===== src/rtl/arm_dp_sequencer.sv =====
// Control sequencer for the ARM data-processing ALU: IDLE -> DECODE -> EXEC -> WB, owns CPSR NZCV.
// Optional macro ARM_DP_COND_EXEC_EN enables condition-field evaluation (otherwise everything runs as AL).
module arm_dp_sequencer #(
  parameter int          NUM_REGS   = 16,
  parameter logic [3:0]  CPSR_RESET = 4'h0
) (
  input  logic                        clk,
  input  logic                        reset_n,
  input  logic                        instr_valid,
  output logic                        instr_ready,
  input  logic [31:0]                 instr,
  output logic [4:0]                  alu_op,
  output logic                        alu_s,
  output logic                        alu_out_en,
  output logic [3:0]                  alu_flags_cpsr,
  input  logic [3:0]                  alu_flags_in,
  output logic [$clog2(NUM_REGS)-1:0] rn_sel,
  output logic [$clog2(NUM_REGS)-1:0] rd_sel,
  output logic                        imm_sel,
  output logic                        rf_we,
  output logic                        done,
  output logic                        skipped,
  output logic                        illegal
);

  localparam int RW = $clog2(NUM_REGS);

  typedef enum logic [1:0] {S_IDLE, S_DECODE, S_EXEC, S_WB} state_t;

  state_t      state_q, state_d;
  logic [31:0] instr_q, instr_d;
  logic [3:0]  cpsr_q, cpsr_d;
  logic        exec_q, exec_d;
  logic        hold_q, hold_d;
  logic        skip_q, skip_d;
  logic        ill_q, ill_d;

  logic [3:0]  opc;
  logic        dp_ok;
  logic        cond_pass;
  logic        is_cmp;
  logic        s_eff;
  logic        act;
  logic        unused_bits;

  assign opc    = instr_q[24:21];
  assign dp_ok  = (instr_q[27:26] == 2'b00);
  assign is_cmp = (opc[3:2] == 2'b10);
  assign s_eff  = instr_q[20] | is_cmp;

  assign unused_bits = ^{instr_q[31:28], instr_q[11:0]};

`ifdef ARM_DP_COND_EXEC_EN
  always_comb begin
    cond_pass = 1'b0;
    case (instr_q[31:28])
      4'h0: cond_pass = cpsr_q[2];
      4'h1: cond_pass = !cpsr_q[2];
      4'h2: cond_pass = cpsr_q[1];
      4'h3: cond_pass = !cpsr_q[1];
      4'h4: cond_pass = cpsr_q[3];
      4'h5: cond_pass = !cpsr_q[3];
      4'h6: cond_pass = cpsr_q[0];
      4'h7: cond_pass = !cpsr_q[0];
      4'h8: cond_pass = cpsr_q[1] & !cpsr_q[2];
      4'h9: cond_pass = !cpsr_q[1] | cpsr_q[2];
      4'hA: cond_pass = (cpsr_q[3] == cpsr_q[0]);
      4'hB: cond_pass = (cpsr_q[3] != cpsr_q[0]);
      4'hC: cond_pass = !cpsr_q[2] & (cpsr_q[3] == cpsr_q[0]);
      4'hD: cond_pass = cpsr_q[2] | (cpsr_q[3] != cpsr_q[0]);
      4'hE: cond_pass = 1'b1;
      default: cond_pass = 1'b0;
    endcase
  end
`else
  assign cond_pass = 1'b1;
`endif

  always_comb begin
    state_d = state_q;
    instr_d = instr_q;
    cpsr_d  = cpsr_q;
    exec_d  = exec_q;
    hold_d  = hold_q;
    skip_d  = skip_q;
    ill_d   = ill_q;
    case (state_q)
      S_IDLE: begin
        if (instr_valid) begin
          instr_d = instr;
          exec_d  = 1'b0;
          hold_d  = 1'b0;
          skip_d  = 1'b0;
          ill_d   = 1'b0;
          state_d = S_DECODE;
        end
      end
      S_DECODE: begin
        // Non-executing instructions idle one extra DECODE cycle so every retire lands at the same cycle.
        if (!dp_ok || !cond_pass) begin
          if (hold_q) begin
            hold_d  = 1'b0;
            ill_d   = !dp_ok;
            skip_d  = dp_ok & !cond_pass;
            state_d = S_WB;
          end else begin
            hold_d  = 1'b1;
          end
        end else begin
          exec_d  = 1'b1;
          state_d = S_EXEC;
        end
      end
      S_EXEC: state_d = S_WB;
      S_WB: begin
        if (exec_q && s_eff) cpsr_d = alu_flags_in;
        exec_d  = 1'b0;
        skip_d  = 1'b0;
        ill_d   = 1'b0;
        state_d = S_IDLE;
      end
      default: state_d = S_IDLE;
    endcase
  end

  always_ff @(posedge clk or negedge reset_n) begin
    if (!reset_n) begin
      state_q <= S_IDLE;
      instr_q <= '0;
      cpsr_q  <= CPSR_RESET;
      exec_q  <= 1'b0;
      hold_q  <= 1'b0;
      skip_q  <= 1'b0;
      ill_q   <= 1'b0;
    end else begin
      state_q <= state_d;
      instr_q <= instr_d;
      cpsr_q  <= cpsr_d;
      exec_q  <= exec_d;
      hold_q  <= hold_d;
      skip_q  <= skip_d;
      ill_q   <= ill_d;
    end
  end

  // ALU-facing controls are live only while an executing instruction occupies EXEC or WB.
  assign act            = (state_q == S_EXEC) | ((state_q == S_WB) & exec_q);
  assign instr_ready    = (state_q == S_IDLE);
  assign alu_out_en     = act;
  assign alu_op         = !act ? 5'b00000 : ((opc == 4'hD) ? 5'b10000 : {1'b0, opc});
  assign alu_s          = act & s_eff;
  assign rn_sel         = act ? instr_q[16 +: RW] : '0;
  assign rd_sel         = act ? instr_q[12 +: RW] : '0;
  assign imm_sel        = act & instr_q[25];
  assign rf_we          = (state_q == S_WB) & exec_q & !is_cmp;
  assign done           = (state_q == S_WB);
  assign skipped        = done & skip_q;
  assign illegal        = done & ill_q;
  assign alu_flags_cpsr = cpsr_q;

endmodule


===== config.mk =====
export PLATFORM = sky130hd
export DESIGN_NAME = arm_dp_sequencer
export DESIGN_NICKNAME = d
export VERILOG_FILES = /design/src/rtl/arm_dp_sequencer.sv
export SDC_FILE = /design/constraint.sdc
export NUM_CORES = 1
export LEC_CHECK = 0
export BUFFER_PORTS_ARGS = -buffer_cell sky130_fd_sc_hd__buf_2
export CAP_MARGIN = 20
export CORE_ASPECT_RATIO = 1.1
export CORE_MARGIN = 2
export CORE_UTILIZATION = 41
export DETAILED_ROUTE_END_ITERATION = 7
export GPL_ROUTABILITY_DRIVEN = 0
export PLACE_DENSITY = 0.76
export SLEW_MARGIN = 25
export SYNTH_ARGS = -nofsm -noshare
export SYNTH_HDL_FRONTEND = slang
export SYNTH_SLANG_ARGS = --single-unit
export TNS_END_PERCENT = 30

===== constraint.sdc =====
create_clock -name clk -period 1.6 [get_ports clk]
set_input_delay 0.16 -clock clk [delete_from_list [all_inputs] [get_ports clk]]
set_output_delay 0.16 -clock clk [all_outputs]
set_load 0.01 [all_outputs]

[Yosys cells after proc, flatten, opt, wreduce, memory -nomap -nowiden]
Cells that the tools add are included.
Word-level totals
  register bits after elaboration: 38
  bits of input ports: 39
  output and inout port bits: 25
Operators by class
  equal/unequal tests: 10
  multiplexer cells: 20
  bitwise operators: 8
  reductions and logical operators: 13
Operators with widths (count)
  $mux W5: 2
  $pmux W1 S3: 3
  $mux W1: 8
  $mux W4: 2
  $ne A2 B2 Y1 const B: 4
  $pmux W2 S4: 1
  $and A1 B1 Y1: 6
  $eq A2 B2 Y1 const B: 3
  $mux W2: 3
  $reduce_and A2 Y1: 3
  $reduce_and A3 Y1: 2
  $eq A4 B4 Y1 const B: 1
  $logic_not A2 Y1: 2
  $reduce_and A4 Y1: 1
  $ne A3 B3 Y1 const B: 1
  $reduce_bool A3 Y1: 1
  $eq A2 B1 Y1 const B: 1
  $logic_not A1 Y1: 2
  $or A1 B1 Y1: 2
  $pmux W1 S2: 1
  $reduce_bool A2 Y1: 1
  $logic_and A1 B1 Y1: 1

[Logic depth before layout (Yosys ltp)]
Gate-level depths: netlist of run 1.
  word-level depth: 5
  depth in mapped cells: 6
  mapped depth without buffers: 6

[Worst setup path after synthesis of run 1]
Ideal clock, no wire load.
  path type: register -> register
  from: register state_q[0]
  to: register instr_q[15]
  library setup time: 0.125 ns
  arrival time: 1.417 ns
  data required time: 1.475 ns
  slack: 0.058 ns
  cell stages (with the launch flop): 6
  path buffers: 1
  cell sequence: dfrtp_1 inv_1 ha_1 nand2_2 buf_2 mux2_2
On the way
  word-level cells in the longest chain between the ends: 2
RTL lines
  start: declaration: RTL line 30  | state_t state_q, state_d;
  start signal: assignment: RTL line 136  | state_q <= state_d;
  $logic_not A2 Y1: RTL line 87  | case (state_q)
  $reduce_and A2 Y1 (no line)
  end signal: assignment: RTL line 137  | instr_q <= instr_d;
  end: declaration: RTL line 31  | logic [31:0] instr_q, instr_d;
Every way passes these cells.
A chain may end at the register's enable or synchronous reset.

[Final worst setup path of run 1]
  from: register state_q[0]
  to: output port imm_sel
On the way
  word-level cells in the longest chain between the ends: 4
  elaborated cells on any way between the ends: 5
  classes of those cells: eq/ne (2); bitwise (3)
RTL lines
  $eq A2 B2 Y1: RTL line 147  | assign act = (state_q == S_EXEC) | ((state_q == S_WB) & exec_q);
  $and A1 B1 Y1: RTL line 147
  $or A1 B1 Y1 (*): RTL line 147
  $and A1 B1 Y1 (*): RTL line 154  | assign imm_sel = act & instr_q[25];
  end: declaration: RTL line 19  | output logic imm_sel,
Mark *: on every way between the ends. The rest lies on a longest branch, timed or not.

==> run metrics, run 1 <==
total I/O pin count 64; most common cell in the netlist dfrtp_1; remaining global-route overflow 0; Post-synth EDFFs 0; Die Height between 60 and 70 um; final setup margin -0.1765 ns; via count between 1000 and 1500; Clock Pin Slew Worst Setup and Hold Paths 0.15 ns; sequential share of the synthesized area 0.4831; hold path cells 2; largest net degree at the start of global routing 26; DPL Wire Length 2152 um; FF-to-FF path depth 6; first-pass GRT wire length between 4000 and 5000 um; # DRC 0; Worst Hold End instr_q[26]; Crit-path slowest cell dfrtp_1; leakage roughly 0.84 nW; Power per Cell Area roughly 1900 nW/um^2; filler cell count 264; HP Class in2reg; Fmax ~0.56 GHz; Max VDD drop between 1 and 1.5 mV; Fin. Hold Viols 0; CTS H-tree depth 1; Core Util, Final 0.5545; Synth Warn # 0; status complete, but fails checks; endpoints failing setup 18; global router's overall resource usage 0.1557; crit path max fanout 13; final net count approximately 210; Final Slew Violations 0; drt total wl ~2800 um; critical path cell sequence inv_2 -> ha_1 -> a21oi_2 -> inv_2 -> and2_1 -> buf_2; Mapped Area 1295 um^2; RR Startpoint state_q[1]; port bufs between 40 and 50; min cycle time layout 1.777 ns; Synth area leaders dfrtp_1, mux2_2, ha_1, and2_1, nor2_1; CTS tree done; Worst Skew approximately 0.0078 ns; Post-Synthesis Net Count 157; Layout area overhead 29.37%; Die ar. ~3600 um^2; via/cell ratio roughly 5.0; period utilisation layout 1.110; main flop type after synthesis dfrtp_1; failing checks setup timing; CP most frequent cell inv_2; initial antenna violation count 0; most common library cells after synthesis dfrtp_1, mux2_2, and2_1; Crit. End Element output port; CP startpoint kind flip-flop; min-delay src instr[26]; Req. time, crit path between 1 and 1.5 ns; unrepaired setup endpoints after global routing true; reg2reg setup slack -0.11 ns; Diodes inserted 0; cell row count 21; Crit Path Category reg2out; remaining antenna violation count 0; Starting Density 0.4286; wire length per cell 13.74 um; Arrival @ worst endpoint between 1.5 and 2 ns; Num Clock Sinks 25; ys async rst share 1.000; worst hold slack 0.05248 ns; Initial DRT Pass Iterations 4; Worst-Margin Slew roughly 0.55 ns; max_cap viols 0; Die X approximately 58 um; Core ar. a little over 3000 um^2; Synth cell types 32; CTS Buf Count 3; Clk Latency, worst-skew pair 0.32 ns; Post-Syn Instances about 110; vias in the first global route ~1000; Slew headroom 0.6302; clock root buffer clkbuf_4; largest stage delay on the critical path ~0.42 ns; share of cells above drive strength 1 0.5329; r2r endpoint hold_q; Synth area leader dfrtp_1; CTS Buffer Depth 2; flops & latches, synth 25; syn avg cell area ~12 um^2; DR iter-0 viols 21; top-area cell type share of the netlist area 0.4831
## cell usage in the layout (no fill, tap or decap), types with 2 or more instances in the layout
master and instances:
buf_2 46, dfrtp_1 25, mux2_2 21, and2_1 11, nor2_1 8, ha_1 6
buf_4 6, nand2_1 4, clkbuf_4 3, inv_2 2, nor2b_1 2, nand2_2 2
a21oi_1 2, o21ai_0 2, inv_1 2, nand2b_1 2, buf_6 2
## cells by family after synthesis
| family | share of synthesized area |
|---|---|
| and+or+nand+nor | 0.1614 |
| DFF | 0.4831 |
| AOI/OAI and AO/OA | 0.07826 |
| muxes | 0.1826 |
| adders and majority gates | 0.06763 |
| other | 0.002896 |
| buffers and inverters | 0.02415 |
## worst max path at each step
stage,startpoint,endpoint,slack (ns),depth (start not counted)
finish,state_q[0],imm_sel,-0.18,6
detailed placement,state_q[1],hold_q,0.01,5
CTS,state_q[0],alu_op[2],-0.18,7
global placement,state_q[0],alu_op[2],0.04,7
floorplan,state_q[0],instr_q[15],0.06,5
global route,state_q[0],imm_sel,-0.27,6
## where the power goes
part | leakage [nW] | internal (mW) | switching [mW]
clock network | 0.0139 | 0.0955 | 0.203
logic | 0.531 | 0.913 | 0.818
registers | 0.299 | 0.948 | 0.228
## state kept, by name, indices dropped and copies added, names as in the netlist
name,flops
instr_q,16
alu_flags_cpsr,4
state_q,2
exec_q,1
ill_q,1
hold_q,1
## worst max-delay path: cells and delay by family, from the launching register on
kind            cells  cell delay [ns]
fa+ha+maj           1             0.21
buf+inv             3             0.35
flops               1             0.42
simple gates        1             0.17
compound gates      1             0.15
## per-stage QoR
| step | worst slack (ns) | cell area, um^2 | setup TNS [ns] | power [mW] | instances |
|---|---|---|---|---|---|
| 2_1_floorplan | 0.05793 | 1295 | 0 | 2.229 | 111 |
| 3_3_place_gp | 0.04346 | 1589 | 0 | 2.719 | 193 |
| 3_5_place_dp | 0.01102 | 1589 | 0 | 2.829 | 193 |
| 4_1_cts | -0.1821 | 1655 | -2.531 | 3.188 | 200 |
| 5_1_grt | -0.2740 | 1675 | -5.069 | 3.465 | 201 |
| 6_report | -0.1765 | 1675 | -2.505 | 3.206 | 201 |
## metal layers
metal | up-vias | part of all wire | GRT usage | routed length (um)
met2 | 30 | 0.56 | 0.3040 | 1537
met5 | - | 0 | 0 | 0
met3 | 2 | 0.049 | 0.02899 | 136
met4 | 0 | 0.0076 | 0.04360 | 21
met1 | 488 | 0.39 | 0.1625 | 1066
li1 | 490 | - | - | -
## repair_timing
action,in CTS,in global routing
gates resized for setup,5,3
setup buffers,2,1
endpoints found under the setup margin,18,37
hold buffers,1,0
hold endpoints to repair,25,0
## cell type report
| class | count | area (um^2) | share of cell area |
|---|---|---|---|
| clock buffer | 3 | 22.52 | 0.01344 |
| clock inverter | 1 | 7.507 | 0.004481 |
| inverter | 4 | 15.01 | 0.008962 |
| multi-input combinational | 79 | 654.4 | 0.3906 |
| sequential | 25 | 625.6 | 0.3734 |
| tap | 34 | 42.54 | 0.02539 |
| timing repair buffer | 55 | 307.8 | 0.1837 |
No activity file was read; power rests on OpenSTA's default activity.
==> run 2: changes to the inputs <==
--- a/config.mk
+++ b/config.mk
@@ -9,10 +9,10 @@
 export CAP_MARGIN = 20
 export CORE_ASPECT_RATIO = 1.1
 export CORE_MARGIN = 2
-export CORE_UTILIZATION = 41
+export CORE_UTILIZATION = 45
 export DETAILED_ROUTE_END_ITERATION = 7
 export GPL_ROUTABILITY_DRIVEN = 0
-export PLACE_DENSITY = 0.76
+export PLACE_DENSITY = 0.79
 export SLEW_MARGIN = 25
 export SYNTH_ARGS = -nofsm -noshare
 export SYNTH_HDL_FRONTEND = slang
==> constraint.sdc (replaced) <==
create_clock -name clk -period 1.8 [get_ports clk]
set_input_delay 0.18 -clock clk [delete_from_list [all_inputs] [get_ports clk]]
set_output_delay 0.18 -clock clk [all_outputs]
set_load 0.01 [all_outputs]
==> run 2 against run 1 <==
Effect of this change: the run still ends with setup timing left; first-iteration DRC count decreased by 43%; critical path depth shrank 1; non-clock buffer count up 1.
==> run metrics, run 2 (same netlist as run 1, synthesis figures left out) <==
Die X 55.15 um; port bufs 46; remaining global-route overflow 0; status complete, but fails checks; Layout area overhead 32.75%; Die Height 60.27 um; Power per Cell Area 1710 nW/um^2; max FFs per register 16; period utilisation layout 1.033; Worst Skew around 0.0041 ns; Num Clock Sinks 25; Fmax 0.5380 GHz; Final Non-Filler Cells a little over 200; first-pass GRT wire length approximately 3800 um; via/cell ratio ~5.0; Core ar. between 2000 and 3000 um^2; clock root buffer clkbuf_4; endpoints failing setup 10; HP Class in2reg; CTS Buf Count 3; CP startpoint kind flip-flop; Most flops, register instr_q; max_cap viols 0; largest stage delay on the critical path roughly 0.48 ns; Arrival @ worst endpoint 1.68 ns; drt total wl ~2600 um; final setup margin -0.05886 ns; Crit Path Category reg2out; crit path max fanout 6; Top Family by Delay on Critical Path flip-flops; # DRC 0; Fin. Hold Viols 0; DPL Wire Length around 2000 um; Die ar. about 3300 um^2; DR iter-0 viols 12; Crit. End Element output port; total I/O pin count 64; leakage 0.8519 nW; placed cells 190; Starting Density 0.4705; wire length per cell approximately 13 um; unrepaired setup endpoints after global routing true; Clk Latency, worst-skew pair ~0.33 ns; CTS Buffer Depth 2; most common cell after layout, fill and taps aside buf_2; Initial DRT Pass Iterations 4; initial antenna violation count 0; global router's overall resource usage 0.1605; min cycle time layout about 1.9 ns; Final Slew Violations 0; final net count roughly 220; via count between 1000 and 1500; share of cells above drive strength 1 0.5621; critical path cell sequence ha_4 -> a21oi_4 -> clkinvlp_4 -> and2_1 -> buf_2; CTS H-tree depth 1; most frequent cells in the layout buf_2, dfrtp_1, mux2_2; Worst-Margin Slew ~0.55 ns; Req. time, crit path 1.62 ns; Clock Pin Slew Worst Setup and Hold Paths around 0.14 ns; failing checks setup timing; remaining antenna violation count 0; cell row count 20; vias in the first global route between 800 and 900; CTS tree done; WP buf/inv 2; DP Worst Slack around 0.16 ns; Crit-path slowest cell dfrtp_2; Max VDD drop around 1.0 mV; largest net degree at the start of global routing 26; Slew headroom 0.6341; Diodes inserted 0
run 2: changes by cell type in the layout (fill, tap and decap cells not counted), sizes merged:
| cell | previous run | this run |
|---|---|---|
| clkinvlp | 1 | 2 |
| buf | 54 | 55 |
run 2: final cells by class:
class,count,area [um^2]
Timing Repair Buffer,56,314.1
Clock buffer,3,22.52
Timing Repair inverter,1,7.507
Tap cell,33,41.29
Fill cell,235,1033
Sequential cell,25,628.1
Clock inverter,1,7.507
Multi-Input combinational cell,79,683.2
Inverter,4,15.01
run 2: report_power, final:
part	leakage [nW]	internal [mW]	switching (mW)	total [mW]
Combinational	0.541	0.869	0.748	1.62
Clock	0.0139	0.0853	0.180	0.266
Sequential	0.297	0.848	0.209	1.06
Total	0.852	1.80	1.14	2.94
run 2: path summary, 6_finish.rpt:
kind                             start                end  depth (start not counted)  slack, ns
setup / recovery            state_q[1]          rd_sel[3]                          5      -0.06
hold / removal               instr[22]        instr_q[22]                          2       0.06
setup reg to reg            state_q[1]             hold_q                          6       0.10
hold reg to reg            instr_q[15]        instr_q[15]                          1       0.51
max in group asynchronous      reset_n         state_q[1]                          2       1.06
min in group asynchronous      reset_n  alu_flags_cpsr[3]                          2       0.35
run 2: worst register-to-register path: stages (launching register included):
cell and delay [ns]:
dfrtp_2 0.48, buf_4 0.16, inv_1 0.12, ha_1 0.23, nand2_2 0.08, or4b_1 0.50, nand3_1 0.09
run 2: repair_timing:
action                                 4_1_cts  5_1_grt
endpoints found under the hold margin       25        0
gates resized for setup                      3       12
hold buffers                                 1        0
setup endpoints to repair                   15       13
pin swaps                                    0        8
buffers inserted                             2        4
gates cloned                                 0        1
run 2: stage by stage:
stage	util	total power, mW	hold WS, ns	instance area [um^2]	TNS (ns)
3_5_place_dp	0.5714	2.453	0.2019	1573	0
6_report	0.6245	2.940	0.06415	1719	-0.3535
5_1_grt	0.6245	3.187	0.04453	1719	-1.205
4_1_cts	0.5927	2.772	0.05354	1632	-0.1540
2_1_floorplan	-	1.982	-0.1156	1295	0
3_3_place_gp	0.5714	2.370	0.1929	1573	0
run 2: layer usage:
layer / routed length (um) / part of all wire / track usage
met5: 0 / 0 / 0
met4: 57 / 0.022 / 0.08362
met3: 124 / 0.047 / 0.01500
met2: 1384 / 0.52 / 0.2806
met1: 1073 / 0.41 / 0.1898
==> run 3: changes to the inputs <==
--- a/config.mk
+++ b/config.mk
@@ -5,14 +5,16 @@
 export SDC_FILE = /design/constraint.sdc
 export NUM_CORES = 1
 export LEC_CHECK = 0
+export ABC_AREA = 1
 export BUFFER_PORTS_ARGS = -buffer_cell sky130_fd_sc_hd__buf_2
 export CAP_MARGIN = 20
 export CORE_ASPECT_RATIO = 1.1
 export CORE_MARGIN = 2
 export CORE_UTILIZATION = 45
+export CTS_CLUSTER_DIAMETER = 120
 export DETAILED_ROUTE_END_ITERATION = 7
 export GPL_ROUTABILITY_DRIVEN = 0
-export PLACE_DENSITY = 0.79
+export PLACE_DENSITY = 0.78
 export SLEW_MARGIN = 25
 export SYNTH_ARGS = -nofsm -noshare
 export SYNTH_HDL_FRONTEND = slang
==> run 3 against run 2 <==
Effect of this change: the flow now finishes without violations; total power increased by 7.7%; largest power group unchanged; worst setup slack improved by 0.069 ns; sequential share of layout area shrank 3.6 points; critical path depth up 2; non-clock buffer count increased by 4; core utilization rose by 1.6 points.
==> run metrics, run 3 <==
via count 1176; syn avg cell area ~8.6 um^2; CTS Buf Count 3; CP startpoint kind flip-flop; Die ar. about 3500 um^2; Arrival @ worst endpoint 1.61 ns; CTS Buffer Depth 2; Synth area leader dfrtp_1; first-pass GRT wire length ~4400 um; most frequent cells in the layout buf_2, dfrtp_1, nand2_1; Core ar. 2969 um^2; Clk Latency, worst-skew pair slightly above 0.3 ns; clock root buffer clkbuf_4; Post-Synthesis Net Count slightly above 200; Post-Synth XOR/XNOR Area 0; Most flops, register instr_q; Synth area leaders dfrtp_1, nand2_1, ha_1, inv_1, a21oi_1; Slew headroom 0.6301; most common library cells after synthesis dfrtp_1, nand2_1, inv_1; Post-synth EDFFs 0; vias in the first global route about 1000; Diodes inserted 0; critical path cell sequence buf_4 -> ha_4 -> nor2_8 -> buf_4 -> buf_4 -> nor2_2 -> buf_2; # DRC 0; endpoints failing setup 0; initial antenna violation count 0; Initial DRT Pass Iterations 4; Post-Syn Instances between 150 and 200; Clock Pin Slew Worst Setup and Hold Paths 0.14 ns; largest family of logic cells by synthesized area simple AND/OR/NAND/NOR gates; remaining antenna violation count 0; global router's overall resource usage 0.1646; share of cells above drive strength 1 0.4292; min cycle time layout about 1.8 ns; Synth Warn # 0; DPL Wire Length ~2000 um; most common cell after layout, fill and taps aside buf_2; flops & latches, synth 25; Crit Path Category reg2out; final net count around 270; Num Clock Sinks 25; Max VDD drop just under 0.9 mV; CTS H-tree depth 1; max FFs per register 16; period utilisation layout 0.9946; sequential share of the synthesized area 0.4562; Worst-Margin Slew 0.5549 ns; via/cell ratio between 4 and 5; max_cap viols 0; Crit. End Element output port; most common cell in the netlist dfrtp_1; remaining global-route overflow 0; Layout area overhead 38.69%; cell row count 21; crit path max fanout 4; drt total wl approximately 2700 um; leakage about 1.0 nW; wire length per cell 10.84 um; unrepaired setup endpoints after global routing true; largest net degree at the start of global routing 27; Starting Density 0.4619; Crit-path slowest cell dfrtp_1; ys async rst share 1.000; mux cell area share after synthesis 0.008212; main flop type after synthesis dfrtp_1; post-synthesis compound-gate area fraction 0.09580; CTS tree done; Synth cell types 28; DR iter-0 viols 22; total I/O pin count 64; CP most frequent cell buf_4; Req. time, crit path between 1.5 and 2 ns; Pwr Total ~3.2 mW; Worst Skew about 0.0036 ns; Post-Synth Simple-Gate Area 0.2719; port bufs 46; Power per Cell Area between 1500 and 2000 nW/um^2; HP Class in2reg; largest stage delay on the critical path approximately 0.43 ns; Fmax 0.5586 GHz; top-area cell type share of the netlist area 0.4562; Mapped Area 1371 um^2; Fin. Hold Viols 0; Final Slew Violations 0; status finished, final reports clean; worst hold slack 0.08252 ns; Die Height a little over 60 um; Die X between 50 and 60 um; Post-Synth Adder-Cell Area 0.06387
-- run 3: metrics by stage --
step	worst slack (ns)	instances	utilization	TNS, ns	instance area [um^2]
floorplan	0.3980	160	-	0	1371
global placement	0.2640	237	0.5529	0	1642
detailed placement	0.2535	237	0.5529	0	1642
CTS	-0.002998	253	0.6178	-0.004141	1834
global route	-0.06459	253	0.6405	-0.7222	1902
finish	0.009799	253	0.6405	0	1902
-- run 3: cell type report --
cell class / count / area, um^2
clock buffers: 3 / 22.52
clock inverters: 1 / 5.005
fillers: 260 / 1067
inverters: 25 / 106.4
multi-input cells: 105 / 668.1
flip-flops and latches: 25 / 626.9
well taps: 34 / 42.54
repair buffers: 60 / 430.4
-- run 3: where the power goes --
group,leakage [nW],internal [mW],switching [mW]
logic,0.756,0.934,1.02
clock network,0.0177,0.0830,0.166
registers,0.276,0.809,0.152
total,1.05,1.83,1.34
-- run 3: logic make-up after synthesis --
family,count (synthesis)
AND/OR/NAND/NOR,73
buffers and inverters,30
flip-flops,25
AO/OA/AOI/OAI,23
adder cells (fa/ha/maj),7
multiplexers,1
other,1
-- run 3: final timing paths --
kind / from / end / slack, ns / cells after the start
worst max register to register: state_q[1] / instr_q[24] / 0.12 / 8
worst min register to register: alu_flags_cpsr[2] / alu_flags_cpsr[2] / 0.49 / 2
max in group asynchronous: reset_n / state_q[0] / 1.03 / 2
min in group asynchronous: reset_n / instr_q[19] / 0.38 / 2
worst min-delay path: alu_flags_in[2] / alu_flags_cpsr[2] / 0.08 / 3
worst max-delay path: state_q[1] / rn_sel[2] / 0.01 / 7
-- run 3: routing by layer --
metal,vias up,share of wire,global-route usage
met5,-,0,0
met4,0,0.0084,0.07483
met3,2,0.034,0.02277
met2,25,0.54,0.2724
met1,534,0.41,0.2193
li1,615,-,-
-- run 3: critical path: cells and delay by family (launching register included) --
kind	cells	cell delay, ns
adder cells (fa/ha/maj)	1	0.17
buffers and inverters	4	0.53
flip-flops	1	0.43
AND/OR/NAND/NOR	2	0.16
-- run 3: timing repair --
action | CTS | global route
endpoints found under the setup margin | 14 | 17
endpoints found under the hold margin | 25 | 0
gates cloned | 1 | 0
hold buffers | 1 | 0
resized for setup | 11 | 16
buffers inserted | 10 | 0
pin swaps | 3 | 4
